===== config.mk =====
export PLATFORM = sky130hd
export DESIGN_NAME = usb_pkt_rx
export DESIGN_NICKNAME = d
export VERILOG_FILES = /design/src/rtl/usb_pkt_rx.sv
export SDC_FILE = /design/constraint.sdc
export NUM_CORES = 1
export LEC_CHECK = 0
export BUFFER_PORTS_ARGS = -buffer_cell sky130_fd_sc_hd__buf_2
export CAP_MARGIN = 40
export CORE_ASPECT_RATIO = 1.5
export CORE_MARGIN = 2
export CORE_UTILIZATION = 60
export CTS_BUF_LIST = sky130_fd_sc_hd__clkbuf_8
export CTS_CLUSTER_SIZE = 28
export DETAILED_ROUTE_END_ITERATION = 7
export HOLD_SLACK_MARGIN = 0.08
export PLACE_DENSITY = 0.84
export SLEW_MARGIN = 10
export SYNTH_ARGS = -nofsm -noshare
export SYNTH_HDL_FRONTEND = slang
export SYNTH_SLANG_ARGS = --single-unit

===== constraint.sdc =====
create_clock -name CLK_60M -period 7.4 [get_ports CLK_60M]
set_input_delay 1.48 -clock CLK_60M [delete_from_list [all_inputs] [get_ports CLK_60M]]
set_output_delay 1.48 -clock CLK_60M [all_outputs]
set_load 0.05 [all_outputs]

===== src/rtl/usb_pkt_rx.sv =====
// usb_pkt_rx: decodes USB packets from the ULPI receive byte stream.
// Ports:
//   CLK_60M, NRST_A_USB            - 60 MHz ULPI clock, async active-low reset
//   USB_DATA_OUT[7:0], *_STRB       - received byte and its one-cycle valid
//   USB_DATA_OUT_END / _FAIL        - one-cycle packet-end / receive-abort pulses
//   PID, TOKEN_ADDR, TOKEN_ENDP     - decoded packet identifier and token fields
//   PAYLOAD, PAYLOAD_STRB           - DATA payload bytes (CRC bytes stripped)
//   PKT_DONE, PKT_ERR, ERR_CODE     - packet-closed pulse with error qualifier/code
module usb_pkt_rx #(
    parameter int unsigned MAX_PAYLOAD = 1024
) (
    input  logic       CLK_60M,
    input  logic       NRST_A_USB,
    input  logic [7:0] USB_DATA_OUT,
    input  logic       USB_DATA_OUT_STRB,
    input  logic       USB_DATA_OUT_END,
    input  logic       USB_DATA_OUT_FAIL,
    output logic [3:0] PID,
    output logic [6:0] TOKEN_ADDR,
    output logic [3:0] TOKEN_ENDP,
    output logic [7:0] PAYLOAD,
    output logic       PAYLOAD_STRB,
    output logic       PKT_DONE,
    output logic       PKT_ERR,
    output logic [2:0] ERR_CODE
);

    localparam int unsigned CNT_W = 16;
    // A byte at count N releases payload byte N-2; N-1 payload bytes have then been emitted.
    localparam logic [CNT_W:0] EMIT_LIMIT = (CNT_W + 1)'(MAX_PAYLOAD + 1);

    localparam logic [2:0]  ERR_NONE   = 3'd0;
    localparam logic [2:0]  ERR_PID    = 3'd1;
    localparam logic [2:0]  ERR_CRC    = 3'd2;
    localparam logic [2:0]  ERR_LEN    = 3'd3;
    localparam logic [2:0]  ERR_ABORT  = 3'd4;
    localparam logic [4:0]  CRC5_INIT  = 5'h1F;
    localparam logic [4:0]  CRC5_GOOD  = 5'h0C;
    localparam logic [15:0] CRC16_INIT = 16'hFFFF;
    localparam logic [15:0] CRC16_GOOD = 16'h800D;

    typedef enum logic [2:0] {IDLE, TOKEN, DATA, HSK, DRAIN} state_t;

    // Serial CRCs, one byte per call, LSB of the byte first.
    function automatic logic [4:0] crc5_byte(input logic [4:0] crc, input logic [7:0] b);
        logic [4:0] c;
        c = crc;
        for (int i = 0; i < 8; i++) begin
            c = (c[4] ^ b[i]) ? ({c[3:0], 1'b0} ^ 5'h05) : {c[3:0], 1'b0};
        end
        return c;
    endfunction

    function automatic logic [15:0] crc16_byte(input logic [15:0] crc, input logic [7:0] b);
        logic [15:0] c;
        c = crc;
        for (int i = 0; i < 8; i++) begin
            c = (c[15] ^ b[i]) ? ({c[14:0], 1'b0} ^ 16'h8005) : {c[14:0], 1'b0};
        end
        return c;
    endfunction

    state_t             state_q, state_d;
    logic [CNT_W-1:0]   cnt_q, cnt_d;
    logic [4:0]         crc5_q, crc5_d;
    logic [15:0]        crc16_q, crc16_d;
    logic [7:0]         d0_q, d0_d, d1_q, d1_d;
    logic [2:0]         err_q, err_d;
    logic [3:0]         pid_d;
    logic [6:0]         addr_d;
    logic [3:0]         endp_d;
    logic [7:0]         payload_d;
    logic               payload_strb_d, pkt_done_d, pkt_err_d;
    logic [2:0]         err_code_d;
    logic               fin;
    logic [2:0]         fin_code;

    // State and output registers.
    always_ff @(posedge CLK_60M or negedge NRST_A_USB) begin
        if (!NRST_A_USB) begin
            state_q      <= IDLE;
            cnt_q        <= '0;
            crc5_q       <= '0;
            crc16_q      <= '0;
            d0_q         <= '0;
            d1_q         <= '0;
            err_q        <= ERR_NONE;
            PID          <= '0;
            TOKEN_ADDR   <= '0;
            TOKEN_ENDP   <= '0;
            PAYLOAD      <= '0;
            PAYLOAD_STRB <= 1'b0;
            PKT_DONE     <= 1'b0;
            PKT_ERR      <= 1'b0;
            ERR_CODE     <= ERR_NONE;
        end else begin
            state_q      <= state_d;
            cnt_q        <= cnt_d;
            crc5_q       <= crc5_d;
            crc16_q      <= crc16_d;
            d0_q         <= d0_d;
            d1_q         <= d1_d;
            err_q        <= err_d;
            PID          <= pid_d;
            TOKEN_ADDR   <= addr_d;
            TOKEN_ENDP   <= endp_d;
            PAYLOAD      <= payload_d;
            PAYLOAD_STRB <= payload_strb_d;
            PKT_DONE     <= pkt_done_d;
            PKT_ERR      <= pkt_err_d;
            ERR_CODE     <= err_code_d;
        end
    end

    // Next-state and output decode. The *_d values already include a byte
    // strobed this cycle, so a simultaneous END is judged with that byte counted.
    always_comb begin
        state_d        = state_q;
        cnt_d          = cnt_q;
        crc5_d         = crc5_q;
        crc16_d        = crc16_q;
        d0_d           = d0_q;
        d1_d           = d1_q;
        err_d          = err_q;
        pid_d          = PID;
        addr_d         = TOKEN_ADDR;
        endp_d         = TOKEN_ENDP;
        payload_d      = PAYLOAD;
        payload_strb_d = 1'b0;
        pkt_done_d     = 1'b0;
        pkt_err_d      = 1'b0;
        err_code_d     = ERR_CODE;
        fin            = 1'b0;
        fin_code       = ERR_NONE;

        case (state_q)
            IDLE: begin
                if (!USB_DATA_OUT_FAIL) begin
                    if (USB_DATA_OUT_STRB) begin
                        pid_d   = USB_DATA_OUT[3:0];
                        cnt_d   = '0;
                        crc5_d  = CRC5_INIT;
                        crc16_d = CRC16_INIT;
                        d0_d    = '0;
                        d1_d    = '0;
                        if ((USB_DATA_OUT[7:4] != ~USB_DATA_OUT[3:0]) || (USB_DATA_OUT[1:0] == 2'b00)) begin
                            state_d = DRAIN;
                            err_d   = ERR_PID;
                            if (USB_DATA_OUT_END) begin
                                fin      = 1'b1;
                                fin_code = ERR_PID;
                            end
                        end else if (USB_DATA_OUT[1:0] == 2'b10) begin
                            state_d = HSK;
                            if (USB_DATA_OUT_END) begin
                                fin      = 1'b1;
                                fin_code = ERR_NONE;
                            end
                        end else begin
                            state_d = USB_DATA_OUT[1] ? DATA : TOKEN;
                            if (USB_DATA_OUT_END) begin
                                fin      = 1'b1;
                                fin_code = ERR_LEN;
                            end
                        end
                    end else if (USB_DATA_OUT_END) begin
                        fin      = 1'b1;
                        fin_code = ERR_LEN;
                    end
                end
            end

            TOKEN: begin
                if (USB_DATA_OUT_FAIL) begin
                    fin      = 1'b1;
                    fin_code = ERR_ABORT;
                end else if (USB_DATA_OUT_STRB && (cnt_q == CNT_W'(2))) begin
                    state_d = DRAIN;
                    err_d   = ERR_LEN;
                    if (USB_DATA_OUT_END) begin
                        fin      = 1'b1;
                        fin_code = ERR_LEN;
                    end
                end else begin
                    if (USB_DATA_OUT_STRB) begin
                        cnt_d  = cnt_q + CNT_W'(1);
                        crc5_d = crc5_byte(crc5_q, USB_DATA_OUT);
                        d1_d   = d0_q;
                        d0_d   = USB_DATA_OUT;
                    end
                    if (USB_DATA_OUT_END) begin
                        fin = 1'b1;
                        if (cnt_d != CNT_W'(2)) begin
                            fin_code = ERR_LEN;
                        end else if (crc5_d != CRC5_GOOD) begin
                            fin_code = ERR_CRC;
                        end else begin
                            fin_code = ERR_NONE;
                            addr_d   = d1_d[6:0];
                            endp_d   = {d0_d[2:0], d1_d[7]};
                        end
                    end
                end
            end

            DATA: begin
                if (USB_DATA_OUT_FAIL) begin
                    fin      = 1'b1;
                    fin_code = ERR_ABORT;
                end else begin
                    if (USB_DATA_OUT_STRB) begin
                        // Oldest held byte is now known not to be CRC: release it.
                        if (cnt_q >= CNT_W'(2)) begin
                            if ({1'b0, cnt_q} > EMIT_LIMIT) begin
                                state_d = DRAIN;
                                err_d   = ERR_LEN;
                            end else begin
                                payload_d      = d1_q;
                                payload_strb_d = 1'b1;
                            end
                        end
                        cnt_d   = cnt_q + CNT_W'(1);
                        crc16_d = crc16_byte(crc16_q, USB_DATA_OUT);
                        d1_d    = d0_q;
                        d0_d    = USB_DATA_OUT;
                    end
                    if (USB_DATA_OUT_END) begin
                        fin = 1'b1;
                        if ((state_d == DRAIN) || (cnt_d < CNT_W'(2))) begin
                            fin_code = ERR_LEN;
                        end else if (crc16_d != CRC16_GOOD) begin
                            fin_code = ERR_CRC;
                        end else begin
                            fin_code = ERR_NONE;
                        end
                    end
                end
            end

            HSK: begin
                if (USB_DATA_OUT_FAIL) begin
                    fin      = 1'b1;
                    fin_code = ERR_ABORT;
                end else if (USB_DATA_OUT_STRB) begin
                    state_d = DRAIN;
                    err_d   = ERR_LEN;
                    if (USB_DATA_OUT_END) begin
                        fin      = 1'b1;
                        fin_code = ERR_LEN;
                    end
                end else if (USB_DATA_OUT_END) begin
                    fin      = 1'b1;
                    fin_code = ERR_NONE;
                end
            end

            DRAIN: begin
                if (USB_DATA_OUT_FAIL) begin
                    fin      = 1'b1;
                    fin_code = ERR_ABORT;
                end else if (USB_DATA_OUT_END) begin
                    fin      = 1'b1;
                    fin_code = err_q;
                end
            end

            default: state_d = IDLE;
        endcase

        // Close the packet: report, flush the pipeline, return to IDLE.
        if (fin) begin
            state_d    = IDLE;
            pkt_done_d = 1'b1;
            pkt_err_d  = (fin_code != ERR_NONE);
            err_code_d = fin_code;
            cnt_d      = '0;
            crc5_d     = '0;
            crc16_d    = '0;
            d0_d       = '0;
            d1_d       = '0;
            err_d      = ERR_NONE;
        end
    end

endmodule


==> metrics.txt, run 1 <==
status complete, no violations; setup bufs post-CTS 0; Worst-path clk slew 0.10 ns; Total Routing Usage GR 27.68%; ys flop type dfrtp_1; CTS tree built; Seq cells post-synth 87; CTS root buf clkbuf_8; CTS Sinks 87; Avg Inst Size Synth 10.30 µm²; Die Ht 119.9 µm; critical path fanouts, max 36; Syn. warnings 0; core area 0.008776 mm²; Hold Path Depth 2; fmax 232.7 MHz; Syn Std Cell Area 0.005375 mm²; Num CTS Buffers 9; Initial Utilization 61.25%; initial antenna violation count 0; initial DRC count 355; Pleak 2.617 nW; H-tree levels 3; cell row count 42; Seq/Total Area, Yosys 40.50%; Die ar. 0.009747 mm²; Post-synth ARST share 100.0%; worst skew pair latency 0.38 ns; largest net degree at the start of global routing 55; final worst path period share 58.06%; skew final 0.01406 ns; maximum root-to-sink buffer count 2; gpl congestion 0.9190; Post-CTS Resized 0; CP Launch Type primary input; layout cell share with drive strength beyond 1 24.55%; # diodes 0; Layout fillers 673; CP required 7.67 ns; FF-to-FF setup slack 3.74 ns; max-slew violation count 0; hold buffers post-CTS 0; EDFF count, synth 0; HP Start PID[0]; first-pass GRT wire length 20.79 mm; CP endpoint kind flip-flop; # setup viols final 0; Synth Net Count 539; Synth cell types 71; crit path DAT 4.56 ns; Final ANT Viol Nets 0; synthesis-to-finish area growth 7.053%; reg2reg start state_q[2]; DR vias/cell 6.500; WHS Endpoint PID[0]; setup TNS 0 ns; RSZ-0062 raised after global routing false; Pre-antenna DRT Iters 5; most common cell in the netlist dfrtp_1; final WL 12.75 mm; Worst R2R Path Depth 8; gr ovfl total 0; final hold vios 0; pwr/cell area 299.8 mW/mm²; IO Pins 42; Post-Layout Inst Area 0.005754 mm²; Slew @ Worst Pin 0.8834 ns; final net count 562; top cell type's share of synthesized area 40.50%; routed len/inst 19.32 µm; Min-Delay Path Class flip-flop to flip-flop; DR DRC count 0; Max-Cap Viols 0; vias in the first global route 4,149; crit path cell chain buf_2, buf_4, nand3_4, nor4_2, nand3_1, a221oi_1, and3_4, nand2_2, nor2_4, mux2_2; critical path's largest stage delay 0.47 ns; Die Wd 81.28 µm; cell count after synthesis 522; cell taking the most area after synthesis dfrtp_1; port bufs 41; DP Wirelength 9.004 mm; CP max-delay cell buf_4; most frequent cells after synthesis dfrtp_1 (87), nand2_1 (41), o21ai_0 (40); VDD IR max 0.2645 mV; Tmin final 4.297 ns; placed standard-cell area 0.005550 mm²; Setup CP Type primary input to flip-flop; reg-to-reg critical path endpoint cnt_q[0]; Synth area leaders dfrtp_1 (41%), mux2_2 (5.2%), xnor2_1 (3.9%); routed via count 4,290; Rel. slew slack 40.89%
-- how the worst max path moves through the flow --
stage / start / to / cells past startpoint
floorplan: USB_DATA_OUT[1] / TOKEN_ADDR[0] / 10
global placement: USB_DATA_OUT_STRB / TOKEN_ENDP[0] / 10
detailed placement: USB_DATA_OUT_STRB / TOKEN_ENDP[0] / 10
CTS: USB_DATA_OUT_STRB / TOKEN_ENDP[0] / 10
global route: USB_DATA_OUT_STRB / TOKEN_ENDP[0] / 10
finish: USB_DATA_OUT_STRB / TOKEN_ENDP[0] / 10
-- logic make-up (layout without fill, tap and decap cells) --
kind of cell | Yosys count | in the layout | synth area share (%)
compound gates | 134 | 134 | 17.67
flops | 87 | 87 | 40.50
buf+inv | 48 | 76 | 5.284
simple gates | 164 | 164 | 17.11
mux | 40 | 40 | 8.962
xor+xnor | 45 | 45 | 9.544
fa+ha+maj | 4 | 4 | 0.9311
-- routing by layer --
| metal | track usage, % | part of all wire [%] | up-vias |
|---|---|---|---|
| li1 | - | - | 1948 |
| met1 | 34.63 | 41 | 2146 |
| met2 | 45.75 | 52 | 159 |
| met3 | 4.887 | 4.4 | 37 |
| met4 | 12.82 | 3.4 | 0 |
| met5 | 0 | 0 | - |
-- flip-flops by register name (all words and copies together), names as in the netlist, 2 cells and up --
register and count:
ERR_CODE 3, PAYLOAD 8, PID 4, TOKEN_ADDR 7
TOKEN_ENDP 4, cnt_q 16, crc16_q 16, crc5_q 5
d0_q 8, d1_q 8, err_q 2, state_q 3
-- stage by stage --
step | worst slack, ns | hold WS [ns] | power (W) | util [%] | cells
3_3_place_gp | 2.866 | 0.4601 | 0.001347 | 62.76 | 641
5_1_grt | 2.916 | 0.5299 | 0.001817 | 65.57 | 660
4_1_cts | 3.153 | 0.4951 | 0.001727 | 65.57 | 660
2_1_floorplan | 3.893 | 0.4662 | 0.001224 | - | 522
3_5_place_dp | 2.761 | 0.4735 | 0.001380 | 63.24 | 644
6_report | 3.103 | 0.4927 | 0.001725 | 65.57 | 660
-- area by class of cell --
cell class | instances | area [µm²] | area share (%)
timing repair buffer | 47 | 272.8 | 4.740
clock buffer | 9 | 123.9 | 2.153
tap | 110 | 137.6 | 2.392
clock inverter | 7 | 80.08 | 1.392
inverter | 13 | 48.80 | 0.8480
multi-input combinational | 387 | 2914 | 50.64
sequential | 87 | 2177 | 37.83
-- power breakdown --
group / internal (W) / switching [W]
registers: 0.000551 / 0.0000852
clock network: 0.000160 / 0.000188
logic: 0.000325 / 0.000417
-- worst max-delay path, delay by kind of cell --
| family | cells | cell delay (ns) |
|---|---|---|
| simple gates | 6 | 1.50 |
| buf+inv | 2 | 0.78 |
| compound gates | 1 | 0.39 |
| mux | 1 | 0.39 |
-- layout by cell type (no fill, tap or decap), drive strengths merged, types with 4 or more instances in the layout --
cell type	synthesis	layout
a211oi	4	4
a21oi	17	17
a22o	17	17
a31oi	4	4
and3	4	4
buf	21	47
clkbuf	14	9
dfrtp	87	87
ha	4	4
inv	13	15
mux2	35	35
mux2i	5	5
nand2	43	43
nand2b	4	4
nand3	19	19
nand4	9	9
nor2	35	35
nor2b	7	7
nor3	12	12
nor4	11	11
o21a	5	5
o21ai	41	41
o221a	10	10
o31ai	12	12
or2	5	5
xnor2	26	26
xnor3	4	4
xor2	13	13
No activity file was read; power rests on OpenSTA's default activity.
==> inputs of run 2 (changes only) <==
--- a/config.mk
+++ b/config.mk
@@ -5,16 +5,17 @@
 export SDC_FILE = /design/constraint.sdc
 export NUM_CORES = 1
 export LEC_CHECK = 0
+export ABC_AREA = 1
 export BUFFER_PORTS_ARGS = -buffer_cell sky130_fd_sc_hd__buf_2
 export CAP_MARGIN = 40
 export CORE_ASPECT_RATIO = 1.5
 export CORE_MARGIN = 2
-export CORE_UTILIZATION = 60
+export CORE_UTILIZATION = 57
 export CTS_BUF_LIST = sky130_fd_sc_hd__clkbuf_8
 export CTS_CLUSTER_SIZE = 28
 export DETAILED_ROUTE_END_ITERATION = 7
 export HOLD_SLACK_MARGIN = 0.08
-export PLACE_DENSITY = 0.84
+export PLACE_DENSITY = 0.83
 export SLEW_MARGIN = 10
 export SYNTH_ARGS = -nofsm -noshare
 export SYNTH_HDL_FRONTEND = slang
==> constraint.sdc (replaced) <==
create_clock -name CLK_60M -period 3.6 [get_ports CLK_60M]
set_input_delay 0.72 -clock CLK_60M [delete_from_list [all_inputs] [get_ports CLK_60M]]
set_output_delay 0.72 -clock CLK_60M [all_outputs]
set_load 0.05 [all_outputs]
==> metrics.txt, run 2 <==
ys flop type dfrtp_1; port bufs 41; buffer and inverter count on the worst path 2; DR DRC count 0; synthesis-to-finish area growth 8.771%; Max-Cap Viols 0; cell count after synthesis 791; CP Launch Type primary input; initial antenna violation count 0; reg-to-reg critical path endpoint TOKEN_ENDP[0]; CTS Sinks 87; commonest non-fill, non-tap cell in the layout nand2_1; Die Ht 124.1 µm; fmax 372.7 MHz; Seq/Total Area, Yosys 39.74%; # diodes 0; Die Wd 84.04 µm; final WL 15.05 mm; RSZ-0062 raised after global routing false; min setup slack post-route 0.9172 ns; cell taking the most area after synthesis dfrtp_1; setup TNS 0 ns; initial DRC count 430; Seq cells post-synth 87; H-tree levels 3; CP max-delay cell buf_4; Synth area leaders dfrtp_1 (40%), nand2_1 (19%), inv_1 (6.4%); pwr/cell area 611.9 mW/mm²; layout cell share with drive strength beyond 1 13.78%; Slew @ Worst Pin 0.6161 ns; most frequent cells in the layout nand2_1 (282), inv_1 (93), dfrtp_1 (87), o21ai_0 (69), nand3_1 (52); skew final 0.01315 ns; maximum root-to-sink buffer count 2; status complete, no violations; hold buffers post-CTS 0; Synth Net Count 808; Setup CP Type primary input to flip-flop; setup bufs post-CTS 0; largest net degree at the start of global routing 57; Num CTS Buffers 9; critical path fanouts, max 42; first-pass GRT wire length 24.25 mm; Largest regs cnt_q x16, crc16_q x16; final hold vios 0; CTS root buf clkbuf_8; Final ANT Viol Nets 0; vias in the first global route 5,194; critical path's largest stage delay 0.45 ns; # setup viols final 0; most frequent cells after synthesis nand2_1 (282), inv_1 (93), dfrtp_1 (87); Total Routing Usage GR 29.47%; worst slack, placed 0.5426 ns; Syn. warnings 0; Avg Inst Size Synth 6.925 µm²; Die ar. 0.01043 mm²; Pleak 3.101 nW; WHS 0.2630 ns; IO Pins 42; routed via count 5,419; placed standard-cell area 0.005751 mm²; Post-CTS Resized 0; CP endpoint kind flip-flop; Min-Delay Path Class primary input to asynchronous set/reset pin; EDFF count, synth 0; Tmin final 2.683 ns; final net count 839; crit path DAT 2.94 ns; Synth cell types 39; most common cell in the netlist nand2_1; top cell type's share of synthesized area 39.74%; reg2reg start cnt_q[1]; Worst-path clk slew 0.10 ns; gr ovfl total 0; cell row count 43; VDD IR max 0.3025 mV; Post-Layout Inst Area 0.005958 mm²; Syn Std Cell Area 0.005478 mm²; FF-to-FF setup slack 0.97 ns; DR vias/cell 5.771; Initial Utilization 58.85%; core area 0.009308 mm²; crit path cell chain buf_2, buf_4, nand2_2, nand2_1, nand2_2, nor2_2, nand3b_1, nor2_2, nand3_2, nor2_2, nand2_2, nand2_1, o21ai_2; Post-synth ARST share 100.0%; routed len/inst 16.03 µm; max-slew violation count 0; Worst R2R Path Depth 14; CTS tree built; Pre-antenna DRT Iters 6; Rel. slew slack 58.78%; final worst path period share 74.52%; gpl congestion 0.9851; Crit path max-delay family simple AND/OR/NAND/NOR gates; worst skew pair latency 0.39 ns; DP Wirelength 11.12 mm; CP required 3.86 ns
-- run 2: changes by cell type after synthesis, moves of 17 or more --
| cell | delta |
|---|---|
| nand3_1 | +35 |
| o22ai_1 | +27 |
| xnor2_1 | -17 |
| inv_1 | +81 |
| o21ai_0 | +29 |
| nand2_1 | +241 |
| mux2_2 | -25 |
-- run 2: final cells by class --
cell class | instances | area [µm²]
well taps | 112 | 140.1
fillers | 846 | 3349
repair buffers | 45 | 257.7
multi-input cells | 579 | 2799
inverters | 100 | 376.6
clock inverters | 7 | 83.83
clock buffers | 9 | 123.9
flip-flops and latches | 87 | 2177
-- run 2: routing by layer --
layer  global-route usage [%]  vias to the layer above  wire length (µm)
li1                         -                     2602                 -
met3                    3.976                       77               663
met2                    52.78                      199              7866
met1                    31.81                     2541              5563
met5                        0                        -                 0
met4                    21.27                        0               954
-- run 2: power breakdown --
part	total (W)	internal (W)	leakage [nW]	switching, W
logic	0.00160	0.000444	1.83	0.00116
registers	0.00130	0.00116	1.16	0.000148
clock network	0.000740	0.000335	0.108	0.000404
-- run 2: how the worst max path moves through the flow --
stage / end / depth (start not counted) / startpoint
2_1_floorplan: TOKEN_ADDR[0] / 15 / USB_DATA_OUT[1]
3_3_place_gp: TOKEN_ENDP[0] / 13 / USB_DATA_OUT_STRB
3_5_place_dp: TOKEN_ENDP[1] / 13 / USB_DATA_OUT_STRB
4_1_cts: TOKEN_ENDP[0] / 13 / USB_DATA_OUT_STRB
5_1_grt: TOKEN_ENDP[0] / 14 / USB_DATA_OUT_STRB
6_report: TOKEN_ENDP[0] / 13 / USB_DATA_OUT_STRB
-- run 2: logic make-up after synthesis --
group                      synth area share [%]
xor gates and xnor gates                  2.079
and+or+nand+nor                           33.28
AOI/OAI and AO/OA                         14.82
DFF                                       39.74
buffers and inverters                     9.159
adders and majority gates                0.9137
-- run 2: through the flow --
step / total power (W) / util, % / std cells
2_1_floorplan: 0.002464 / - / 791
3_3_place_gp: 0.002825 / 61.49 / 922
3_5_place_dp: 0.002885 / 61.78 / 923
4_1_cts: 0.003625 / 64.01 / 939
5_1_grt: 0.003889 / 64.01 / 939
6_report: 0.003646 / 64.01 / 939
-- run 2: worst register-to-register path, cell delays in order (launching register included) --
cell	delay, ns
dfrtp_1	0.46
ha_1	0.24
nand3_2	0.11
nor2_4	0.22
nand2_2	0.10
nor2_2	0.11
nand3_1	0.09
nand2_1	0.10
nand2_1	0.07
nor2_2	0.14
nand3_2	0.11
nor2_2	0.14
nand2_2	0.36
nand2_1	0.21
o21ai_2	0.07
